**config.mk**
```make
export PLATFORM = sky130hd
export DESIGN_NAME = exc_vector_loader
export DESIGN_NICKNAME = d
export VERILOG_FILES = /design/src/rtl/exc_vector_loader.sv
export SDC_FILE = /design/constraint.sdc
export NUM_CORES = 1
export LEC_CHECK = 0
export BUFFER_PORTS_ARGS = -buffer_cell sky130_fd_sc_hd__buf_2
export CORE_UTILIZATION = 41
export DETAILED_ROUTE_END_ITERATION = 10
export PLACE_DENSITY = 0.87
export REMOVE_ABC_BUFFERS = 1
export SLEW_MARGIN = 0
export SYNTH_ARGS = -nofsm -noshare
export SYNTH_HDL_FRONTEND = slang
export SYNTH_SLANG_ARGS = --single-unit
```
**constraint.sdc**
```tcl
create_clock -name clk -period 1.7 [get_ports clk]
set_clock_uncertainty 0.05 [all_clocks]
set_input_delay 0 -clock clk [delete_from_list [all_inputs] [get_ports clk]]
set_output_delay 0 -clock clk [all_outputs]
set_load 0.01 [all_outputs]
```
**src/rtl/exc_vector_loader.sv**
```systemverilog
// Exception vector loader: on an accepted exception, saves the return PC to
// EPC, reads the handler byte from the vector table, then loads it into PC.
module exc_vector_loader #(
    parameter int MEM_LAT = 2
) (
    input  logic        clk,
    input  logic        reset,
    input  logic [2:0]  exc_req,
    input  logic [31:0] pc_in,
    input  logic [31:0] mem_data_in,
    output logic [2:0]  iord_sel,
    output logic [31:0] epc_out,
    output logic        epc_wr,
    output logic [31:0] pc_out,
    output logic        pc_wr,
    output logic [1:0]  cause_out,
    output logic        busy,
    output logic        done
);

    typedef enum logic [1:0] {S_IDLE, S_SAVE, S_WAIT, S_LOAD} state_t;

    localparam logic [2:0] SEL_PC  = 3'b001;
    localparam logic [2:0] SEL_OPC = 3'b010;
    localparam logic [2:0] SEL_OVF = 3'b011;
    localparam logic [2:0] SEL_DBZ = 3'b100;
    localparam logic [3:0] CNT_LAST = 4'(MEM_LAT - 1);

    state_t      state, state_nxt;
    logic [3:0]  cnt;
    logic [2:0]  code;
    logic        take;
    logic        wait_last;
    logic [2:0]  req_code;
    logic [1:0]  req_cause;

    assign take      = (state == S_IDLE) && (exc_req != 3'b000);
    assign wait_last = (cnt == CNT_LAST);

    // Fixed-priority encode of the request: opcode > overflow > divide-by-zero.
    always_comb begin
        req_code  = SEL_DBZ;
        req_cause = 2'b11;
        if (exc_req[0]) begin
            req_code  = SEL_OPC;
            req_cause = 2'b01;
        end else if (exc_req[1]) begin
            req_code  = SEL_OVF;
            req_cause = 2'b10;
        end
    end

    // State register.
    always_ff @(posedge clk) begin
        if (reset) state <= S_IDLE;
        else       state <= state_nxt;
    end

    // Next-state decode; requests are only looked at in IDLE.
    always_comb begin
        state_nxt = state;
        case (state)
            S_IDLE: if (take) state_nxt = S_SAVE;
            S_SAVE: state_nxt = S_WAIT;
            S_WAIT: if (wait_last) state_nxt = S_LOAD;
            S_LOAD: state_nxt = S_IDLE;
            default: state_nxt = S_IDLE;
        endcase
    end

    // Datapath registers: latch request context on acceptance, count the
    // memory latency, capture the handler byte on the last WAIT edge.
    always_ff @(posedge clk) begin
        if (reset) begin
            cnt       <= 4'd0;
            code      <= SEL_PC;
            epc_out   <= 32'd0;
            pc_out    <= 32'd0;
            cause_out <= 2'b00;
        end else begin
            case (state)
                S_IDLE: begin
                    cnt <= 4'd0;
                    if (take) begin
                        code      <= req_code;
                        cause_out <= req_cause;
                        epc_out   <= pc_in - 32'd4;
                    end
                end
                S_WAIT: begin
                    if (wait_last) begin
                        cnt    <= 4'd0;
                        pc_out <= {24'd0, mem_data_in[7:0]};
                    end else begin
                        cnt <= cnt + 4'd1;
                    end
                end
                default: cnt <= 4'd0;
            endcase
        end
    end

    // Strobes and mux select decoded from registered state only.
    always_comb begin
        iord_sel = (state == S_IDLE) ? SEL_PC : code;
        epc_wr   = (state == S_SAVE);
        pc_wr    = (state == S_LOAD);
        done     = (state == S_LOAD);
        busy     = (state != S_IDLE);
    end

endmodule

```
* Word-level counts from Yosys, hierarchy flattened *
Index checks and enable logic that the tools add are counted.

cells by class
  $add $sub $neg = 2
  equality and inequality tests = 6
  mux-type cells = 8
  bitwise logic cells = 1
  reductions and logical operators = 8

operator list
  operator                                             number
  subtractor 32 x 3 -> 32 bit, second input constant   1
  2-to-1 mux 3 bit                                     3
  one-hot mux 2 bit (4 select lines)                   1
  2-to-1 mux 2 bit                                     3
  AND reduction 2 bit                                  3
  adder 4 x 1 -> 4 bit, second input constant          1
  equality test 2 bit, second input constant           2
  equality test 4 x 1 -> 1 bit, second input constant  1
  inequality test 2 bit, second input constant         2
  nonzero test 3 bit                                   1
  OR reduction 3 bit                                   1
  equality test 2 x 1 -> 1 bit, second input constant  1
  zero test 2 bit                                      1
  nonzero test 2 bit                                   1
  logical AND 1 bit                                    1
  2-to-1 mux 1 bit                                     1
  inverter 1 bit                                       1

word-level totals
  flip-flop bits (word level) = 51
  output and inout port bits = 73

* Longest topological paths before layout *
Gate-level depths: netlist of run 1.

  depth after elaboration = 4
  depth in mapped cells = 8

* Least setup slack after synthesis of run 1 *
No wires, ideal clock.

  path kind = reg-to-reg
  start = reg state[0]
  end = reg epc_out[18]
  data arrival time = 1.662 ns
  required time = 1.503 ns
  setup slack = -0.159 ns
  stages on the path, launching flop included = 8
  path buffers = 2
  path through = dfxtp_1 inv_1 ha_1 buf_2 inv_1 nor2_1 clkbuf_1 a211oi_1

on the way
  longest elaborated chain between the ends = 3

RTL lines
  item                                    line    RTL
  from (decl)                             29      state_t state, state_nxt;
  from (signal assigned)                  56      else state <= state_nxt;
  zero test 2 bit *                       37, 81
  logical AND 1 bit                       37      assign take = (state == S_IDLE) && (exc_req != 3'b000);
  AND reduction 2 bit (no source line) *  --
  to (signal assigned)                    87      epc_out <= pc_in - 32'd4;
  to (decl)                               12      output logic [31:0] epc_out,

Every way passes the cells marked *; elsewhere a longest branch is shown, timed or not.
A chain may end at the register's enable or synchronous reset.

* Worst setup path in the final report of run 1 *
  start = in pc_in[21]
  end = reg epc_out[31]

on the way
  longest elaborated chain between the ends = 1

RTL lines
  item                         line  RTL
  from (decl)                  9     input logic [31:0] pc_in,
  subtractor 32 x 3 -> 32 bit  87

Every way passes these cells.

==> flow_summary.yaml, run 1 <==
synth:
  ys_ff_latch: 51
  synth_top_cell_area_share_pct: 37.67
  yosys_warnings: 0
  synthCells: 303
  ys_async_sr_fraction_pct: 0
  yosys.area.top_type: "dfxtp_1"
  synth_most_common_cell: "nor2_1"
  yosys.cell_types.count: 37
  synthTopCellsByArea: "dfxtp_1 (38%), nor2_1 (8.0%), buf_4 (6.9%), xnor2_1 (6.1%), a211oi_1 (4.7%)"
  synth_common_cells: "nor2_1 (58), dfxtp_1 (51), buf_4 (25)"
  synth_ff_type: "dfxtp_1"
  syn-cell-area_um2: 2710
  seq_area_frac_synth_pct: 37.67
  synth-edff-count: 0
  synth_area_per_cell_um2: 8.944
die:
  coreArea_um2: 6350
  initial_utilization_pct: 42.68
  die_y_um: 83.30
  die_w_um: 83.30
  die_area_um2: 6939
  io_pins: 142
  placementRows: 29
global_route:
  overflow: 0
  grt_pass1_wl_um: 11000
  grtUsageTotal_pct: 19.27
  grt_max_degree: 43
  grt_pass1_vias: 2469
  antenna_found_initial: 0
route:
  drtAntennaViolNets: 0
  viasPerCell: 5.000
  drt-total-wl_um: 7217
  num_vias: 2595
  detail_route.wl_per_cell_um: 13.91
  drt-met1-wl_um: 2955
  route.met3.wl_um: 322
  post-route-drc-count: 0
  initialDrtViolationCount: 73
  wl_met2_um: 3835
  highest_layer: "met4"
  dr.pass1.iters: 4
layout:
  drive_gt1_share_pct: 35.52
  utilization_pct: 60.99
  nets: 517
  fillCellCount: 531
  diodes: 0
  area_growth_pct: 42.89
sta:
  max_freq_mhz: 600.2
  period_minus_slack_ps: 1666
  setup_slack_ps: 34.02
  hold_viol: 0
  setup_viol: 0
  min_period_over_period_pct: 98.00
  finalMaxSlewViolations: 0
  tns_ps: 0
clocking:
  clk_latency_ps: 300
  clk_pin_slew_ps: 100
  numClockSinks: 51
  root_buffer: "clkbuf_8"
  cts_made_buffers: 5
  cts_max_level: 2
  clock_path_buffers: 2
  cts_tree: "yes"
power:
  ir_worst_vdd_mv: 0.6431
  power_density_nw_per_um2: 1183
  p_leak_nw: 1.698
worst_setup_path:
  rr_worst_depth: 9
  r2r-start: "state[1]"
  cpPeakStageDelay_ps: 540
  crit_fanout: 8
  rrSetupSlack_ps: 80
  crit_chain: "dlygate4sd3_1, buf_2, or2_2, nor4_4, xnor2_1, a211oi_2"
  critical-path-top-delay-family: "simple AND/OR/NAND/NOR gates"
  path_class: "input pin to flop"
  reg2reg_to: "epc_out[24]"
  end_kind: "flop"
  critPathArrivalTime_ps: 1850
  worstSetupStartpointType: "input pin"
  crit_required_ps: 1880
  crit_buf_inv: 2
  crit_slowest_cell: "dlygate4sd3_1"
placed_design:
  routabilityCongestion: 0.8153
  io_buffers: 93
  dp_hpwl_um: 4739
  dp_slack_ps: 13.52
hold_path:
  hold_end: "epc_out[5]"
  hold_start: "pc_in[5]"
  whs_path_depth: 3
  hold_class: "input pin to flop"
run_status:
  status: "finished clean"
run:
  drv_cap: 0
-- tightest hold or removal path: cells and delay by family --
family                 cells  cell delay [ps]
XOR/XNOR                   1              120
buffers and inverters      1              140
AO/OA/AOI/OAI              1               60
-- worst max-delay path by stage --
stage               startpoint          end  slack, ps  cells after the start
finish               pc_in[21]  epc_out[31]         30                      6
global placement     pc_in[17]  epc_out[31]         90                      6
detailed placement    pc_in[2]  epc_out[18]         10                      8
floorplan             state[0]  epc_out[27]      -1880                      6
global route          pc_in[8]  epc_out[19]        -30                      6
CTS                  pc_in[20]  epc_out[31]       0.04                      7
-- cells by family after synthesis --
kind of cell / share of synthesized area (%)
simple gates: 25.25
flops: 37.67
buf+inv: 10.02
compound gates: 12.60
xor+xnor: 7.756
mux: 3.324
fa+ha+maj: 3.232
other cells: 0.1384
-- layout by cell type (no fill, tap or decap), types with 6 or more instances in the layout --
cell type and instances:
a211oi_2 8, a211oi_1 17, xnor2_1 19, conb_1 24
nor3_1 8, nand2_1 14, mux2i_1 9, dlygate4sd3_1 32
buf_2 93, buf_4 16, inv_1 7, ha_1 6
nor2_1 56, nor4_4 8, dfxtp_1 49
-- registers in the layout, indices dropped and copies added, names as in the netlist --
signal / cells
cnt: 4
cause_out: 2
state: 2
code: 3
epc_out: 32
pc_out: 8
-- layer usage --
metal	vias to the layer above	track usage [%]
li1	1277	-
met1	1221	21.25
met2	85	36.66
met3	12	3.877
met4	0	5.956
met5	-	0
-- metrics by stage --
step                instance area, um2  instances  total power [mW]  hold slack, ps
floorplan                         2555        287             2.639           14.65
global placement                  3234        470             3.374           185.4
detailed placement                3234        470             3.436           196.2
CTS                               3643        510             4.203           1.042
global route                      3872        519             4.917           28.51
finish                            3872        519             4.580           11.71
-- report_power, final --
part	total (mW)	internal [mW]	switching (mW)
clock network	0.703	0.287	0.416
logic	2.20	1.03	1.17
registers	1.68	1.52	0.161
-- layout make-up --
| class | count | area, um2 | area share (%) |
|---|---|---|---|
| Multi-Input combinational cell | 228 | 1595 | 41.20 |
| Tap cell | 77 | 96.34 | 2.488 |
| Inverter | 8 | 30.03 | 0.7754 |
| Clock inverter | 3 | 20.02 | 0.5170 |
| Sequential cell | 51 | 1026 | 26.49 |
| Timing Repair Buffer | 147 | 1036 | 26.75 |
| Clock buffer | 5 | 68.82 | 1.777 |
-- timing repair --
item,CTS,global route
gates resized for setup,0,19
setup buffers,0,7
hold buffers,32,0
hold endpoints to repair,34,0
endpoints found under the setup margin,0,29
Note: power is estimated with default switching activity, not from simulation.
==> inputs of run 2 (changes only) <==
--- a/config.mk
+++ b/config.mk
@@ -8,6 +8,7 @@
 export BUFFER_PORTS_ARGS = -buffer_cell sky130_fd_sc_hd__buf_2
 export CORE_UTILIZATION = 41
 export DETAILED_ROUTE_END_ITERATION = 10
+export GPL_TIMING_DRIVEN = 0
 export PLACE_DENSITY = 0.87
 export REMOVE_ABC_BUFFERS = 1
 export SLEW_MARGIN = 0
==> run 2 against run 1 <==
Effect of this change: maximum frequency hardly changed; wire length is 8.2% lower; first-iteration DRC count down 19%; hold slack better by 0.81 ps; final area is 5.5% lower; non-clock buffer count is 18 lower; largest cell class unchanged.
==> flow_summary.yaml, run 2 (synthesis gave the netlist of run 1 again) <==
placed_design:
  placed_cell_area_um2: 3152
  routabilityCongestion: 0.8095
  dp_slack_ps: -615.9
  io_buffers: 93
  dp_hpwl_um: 4465
worst_setup_path:
  worstSetupStartpointType: "input pin"
  crit_start: "pc_in[21]"
  path_class: "input pin to flop"
  crit_fanout: 8
  crit_end: "epc_out[28]"
  reg2reg_to: "epc_out[16]"
  critPathArrivalTime_ps: 1760
  end_kind: "flop"
  rrSetupSlack_ps: 100
  rr_worst_depth: 7
  r2r-start: "state[1]"
  crit_required_ps: 1800
route:
  detail_route.wl_per_cell_um: 13.20
  num_vias: 2501
  post-route-drc-count: 0
  drtAntennaViolNets: 0
  viasPerCell: 4.982
  initialDrtViolationCount: 59
  drt-total-wl_um: 6627
  dr.pass1.iters: 4
die:
  die_w_um: 83.30
  die_area_um2: 6939
  coreArea_um2: 6350
  placementRows: 29
  die_y_um: 83.30
  initial_utilization_pct: 42.68
  io_pins: 142
sta:
  hold_viol: 0
  period_minus_slack_ps: 1665
  min_period_over_period_pct: 97.92
  slew_headroom_pct: 35.01
  setup_slack_ps: 35.31
  holdWs_ps: 12.52
  rsz0062_at_grt: "no"
  finalMaxSlewViolations: 0
  worst_pin_slew_ps: 974.9
  max_freq_mhz: 600.7
  setup_viol: 0
power:
  swShare_pct: 39.01
  power.total_mw: 4.255
  power_density_nw_per_um2: 1162
  p_sw_mw: 1.660
  internal_power_mw: 2.595
  p_comb_share_pct: 44.3
  clockPowerShare_pct: 16.1
  p_leak_nw: 1.580
  p_seq_share_pct: 39.6
  ir_worst_vdd_mv: 0.8185
layout:
  reg_top3: "epc_out x32, pc_out x8, cnt x4"
  largest_reg_flops: 32
  diodes: 0
  area_growth_pct: 35.09
  nets: 500
  largest_register: "epc_out"
  utilization_pct: 57.66
  fillCellCount: 548
  final_cell_area_um2: 3661
  final_cell_mix: "buf_2 (93), nor2_1 (56), dfxtp_1 (49), dlygate4sd3_1 (32), conb_1 (24)"
  drive_gt1_share_pct: 32.94
  final_common_cell: "buf_2"
clocking:
  root_buffer: "clkbuf_8"
  cts_made_buffers: 5
  clock_path_buffers: 2
  cts_tree: "yes"
  cts_max_level: 2
  clk_pin_slew_ps: 90
  numClockSinks: 51
  clk_latency_ps: 300
global_route:
  grt_max_degree: 48
  grtUsageTotal_pct: 19.49
  grt_pass1_wl_um: 11100
  overflow: 0
  antenna_found_initial: 0
  grt_pass1_vias: 2445
hold_path:
  whs_path_depth: 3
  hold_class: "input pin to flop"
run:
  drv_cap: 0
run_status:
  status: "finished clean"
## run 2: cell types whose count changed in the layout (fill, tap and decap cells not counted), moves of 2 or more
cell / change
nor4_2: +2
buf_4: -14
buf_12: -3
nor4_4: -3
## run 2: stage by stage
stage	std cells	TNS [ps]
3_3_place_gp	457	-90760
4_1_cts	501	0
3_5_place_dp	458	-15500
6_report	502	0
2_1_floorplan	287	-60440
5_1_grt	502	0
## run 2: power groups by stage
| stage | clock network (mW) | logic (mW) | registers (mW) |
|---|---|---|---|
| finish | 0.685 | 1.89 | 1.68 |
| CTS | 0.725 | 1.87 | 1.68 |
| global placement | 0 | 1.27 | 1.57 |
| detailed placement | 0 | 1.72 | 1.70 |
| global route | 0.766 | 2.09 | 1.73 |
| floorplan | 0 | 0.860 | 1.78 |
## run 2: area by class of cell
cell class	count	area [um2]	share of cell area, %
Multi-Input combinational cell	229	1580	43.16
Tap cell	77	96.34	2.632
Clock buffer	6	72.57	1.982
Clock inverter	2	12.51	0.3418
Timing Repair Buffer	129	845.8	23.10
Sequential cell	51	1023	27.96
Inverter	8	30.03	0.8202
## run 2: worst min-delay path by stage
stage / startpoint / slack, ps / end
5_1_grt: pc_in[25] / 20 / epc_out[25]
3_3_place_gp: exc_req[0] / 190 / cause_out[1]
2_1_floorplan: reset / 10 / epc_out[23]
6_report: pc_in[5] / 10 / epc_out[5]
4_1_cts: pc_in[5] / 5 / epc_out[5]
3_5_place_dp: mem_data_in[5] / 200 / pc_out[5]
## run 2: worst max-delay path: stages
cell and delay, ps:
dlygate4sd3_1 550, buf_2 140, or2_2 440, nor4_2 360, xnor2_1 180, a211oi_2 90
## run 2: what timing repair did
action | CTS | global route
resized for setup | 3 | 12
buffers inserted | 2 | 1
pin swaps | 1 | 0
gates cloned | 1 | 0
hold buffers | 32 | 0
endpoints found under the setup margin | 34 | 41
hold endpoints to repair | 33 | 0
## run 2: per-layer routing
metal / wire [um] / vias to the layer above / global-route usage [%] / share of wire (%)
met4: 119 / 0 / 6.897 / 1.8
met1: 2827 / 1156 / 22.19 / 43
li1: - / 1246 / - / -
met2: 3379 / 84 / 35.92 / 51
met5: 0 / - / 0 / 0
met3: 301 / 15 / 3.777 / 4.5
==> inputs of run 3 (changes only) <==
--- a/config.mk
+++ b/config.mk
@@ -10,7 +10,6 @@
 export DETAILED_ROUTE_END_ITERATION = 10
 export GPL_TIMING_DRIVEN = 0
 export PLACE_DENSITY = 0.87
-export REMOVE_ABC_BUFFERS = 1
 export SLEW_MARGIN = 0
 export SYNTH_ARGS = -nofsm -noshare
 export SYNTH_HDL_FRONTEND = slang
==> run 3 against run 2 <==
Effect of this change: via count increased by 8.4%; highest routed layer unchanged; sequential cell count unchanged; final cell count increased by 8.4%; critical path depth increased by 5; first-iteration DRC count increased by 69%; utilization increased by 6.2 points; register-to-register slack got worse by 30 ps; sequential share of layout area decreased by 2.7 points; final area increased by 11%; total power increased by 15%; critical endpoint is now epc_out[27].
==> flow_summary.yaml, run 3 (synthesis gave the netlist of run 1 again) <==
placed_design:
  io_buffers: 92
  routabilityCongestion: 0.8023
  dp_hpwl_um: 5168
  placed_cell_area_um2: 3358
  dp_slack_ps: -407.7
sta:
  hold_viol: 0
  finalMaxSlewViolations: 0
  min_period_over_period_pct: 96.16
  setup_slack_ps: 65.21
  max_freq_mhz: 611.7
  rsz0062_at_grt: "yes"
  slew_headroom_pct: 45.03
  worst_pin_slew_ps: 824.5
  setup_viol: 0
  period_minus_slack_ps: 1635
  tns_ps: 0
worst_setup_path:
  crit_start: "state[1]"
  crit_chain: "inv_2, ha_4, buf_6, inv_4, nor2_4, buf_12, buf_6, buf_4, nor2_4, nor2_1, and3_1"
  crit_fanout: 8
  cpPeakStageDelay_ps: 370
  crit_buf_inv: 6
  critical-path-top-delay-family: "buffers and inverters"
  path_class: "flop to flop"
  rr_worst_depth: 11
  worstSetupStartpointType: "flop"
  critPathArrivalTime_ps: 1780
  reg2reg_to: "epc_out[27]"
  crit_required_ps: 1850
  r2r-start: "state[1]"
  crit_slowest_cell: "dfxtp_2"
  rrSetupSlack_ps: 70
  end_kind: "flop"
layout:
  utilization_pct: 63.86
  drive_gt1_share_pct: 39.40
  final_common_cell: "buf_2"
  area_growth_pct: 49.63
  reg_top3: "epc_out x32, pc_out x8, cnt x4"
  diodes: 0
  nets: 543
  final_cell_mix: "buf_2 (92), nor2_1 (55), dfxtp_1 (49), buf_4 (35), dlygate4sd3_1 (30)"
  largest_register: "epc_out"
  final_cell_area_um2: 4055
  largest_reg_flops: 32
hold_path:
  hold_class: "input pin to flop"
  hold_end: "epc_out[12]"
  hold_start: "pc_in[12]"
  whs_path_depth: 3
global_route:
  grt_max_degree: 16
  met2_usage_pct: 40.91
  grt_pass1_wl_um: 11990
  grt_pass1_vias: 2679
  antenna_found_initial: 0
  gr-usage-met1_pct: 23.10
  busiest_layer: "met2"
  gr-usage-met3_pct: 3.380
  grtUsageTotal_pct: 21.04
  overflow: 0
die:
  io_pins: 142
  initial_utilization_pct: 42.68
  die_y_um: 83.30
  placementRows: 29
  die_area_um2: 6939
  die_w_um: 83.30
  coreArea_um2: 6350
power:
  p_comb_share_pct: 48.6
  internal_power_mw: 3.068
  p_sw_mw: 1.839
  swShare_pct: 37.48
  p_seq_share_pct: 34.2
  power_density_nw_per_um2: 1210
  power.total_mw: 4.907
  p_leak_nw: 1.824
  clockPowerShare_pct: 17.1
  ir_worst_vdd_mv: 0.7149
clocking:
  cts_tree: "yes"
  cts_made_buffers: 5
  clock_path_buffers: 2
  numClockSinks: 51
  clk_pin_slew_ps: 100
  cts_max_level: 2
  clk_latency_ps: 300
  root_buffer: "clkbuf_8"
route:
  num_vias: 2710
  post-route-drc-count: 0
  initialDrtViolationCount: 100
  dr.pass1.iters: 4
  drtAntennaViolNets: 0
  viasPerCell: 4.982
  drt-total-wl_um: 7530
  detail_route.wl_per_cell_um: 13.84
run:
  drv_cap: 0
run_status:
  status: "finished clean"
[run 3: changes by cell type in the layout (fill, tap and decap cells not counted), moves of 2 or more]
cell and change:
nor4_4 +2, clkbuf_1 +5, buf_4 +33, buf_6 +4, clkbuf_4 +2, dlygate4sd3_1 -2
[run 3: layout make-up]
class	instances	area, um2
repair buffers	135	890.9
inverters	8	32.53
well taps	77	96.34
clock inverters	2	37.54
clock buffers	5	68.82
flip-flops and latches	51	1023
fillers	532	2295
multi-input cells	228	1622
plain buffers	38	284.0
[run 3: worst max-delay path by stage]
stage / endpoint / slack [ps] / depth (start not counted)
after floorplan: epc_out[23] / -20 / 8
after global placement: epc_out[18] / -310 / 8
after detailed placement: epc_out[11] / -410 / 8
after CTS: epc_out[27] / 6 / 9
after global routing: epc_out[27] / -20 / 11
final: epc_out[27] / 70 / 11
[run 3: timing repair]
action	CTS	global route
gates cloned	1	0
hold endpoints to repair	30	0
endpoints found under the setup margin	41	33
setup buffers	4	8
resized for setup	16	30
pin swaps	1	7
hold buffers	30	0
[run 3: through the flow]
| stage | hold slack (ps) | cells |
|---|---|---|
| floorplan | 44.65 | 326 |
| global placement | 188.8 | 495 |
| detailed placement | 197.4 | 495 |
| CTS | 7.705 | 536 |
| global route | 10.90 | 544 |
| finish | 12.53 | 544 |
[run 3: metal layers]
| layer | wire length [um] | part of all wire [%] |
|---|---|---|
| met5 | 0 | 0 |
| met1 | 2939 | 39 |
| met4 | 133 | 1.8 |
| met3 | 402 | 5.3 |
| met2 | 4054 | 54 |
[run 3: power groups by stage]
| stage | Clock, mW | Combinational [mW] | Sequential (mW) |
|---|---|---|---|
| global placement | 0 | 1.74 | 1.69 |
| detailed placement | 0 | 1.80 | 1.70 |
| CTS | 0.840 | 2.06 | 1.68 |
| floorplan | 0 | 1.00 | 1.82 |
| global route | 0.909 | 2.60 | 1.72 |
| finish | 0.841 | 2.39 | 1.68 |
[run 3: worst min-delay path, stage by stage]
cell and delay, ps:
buf_2 140, xnor2_1 120, a211oi_1 60
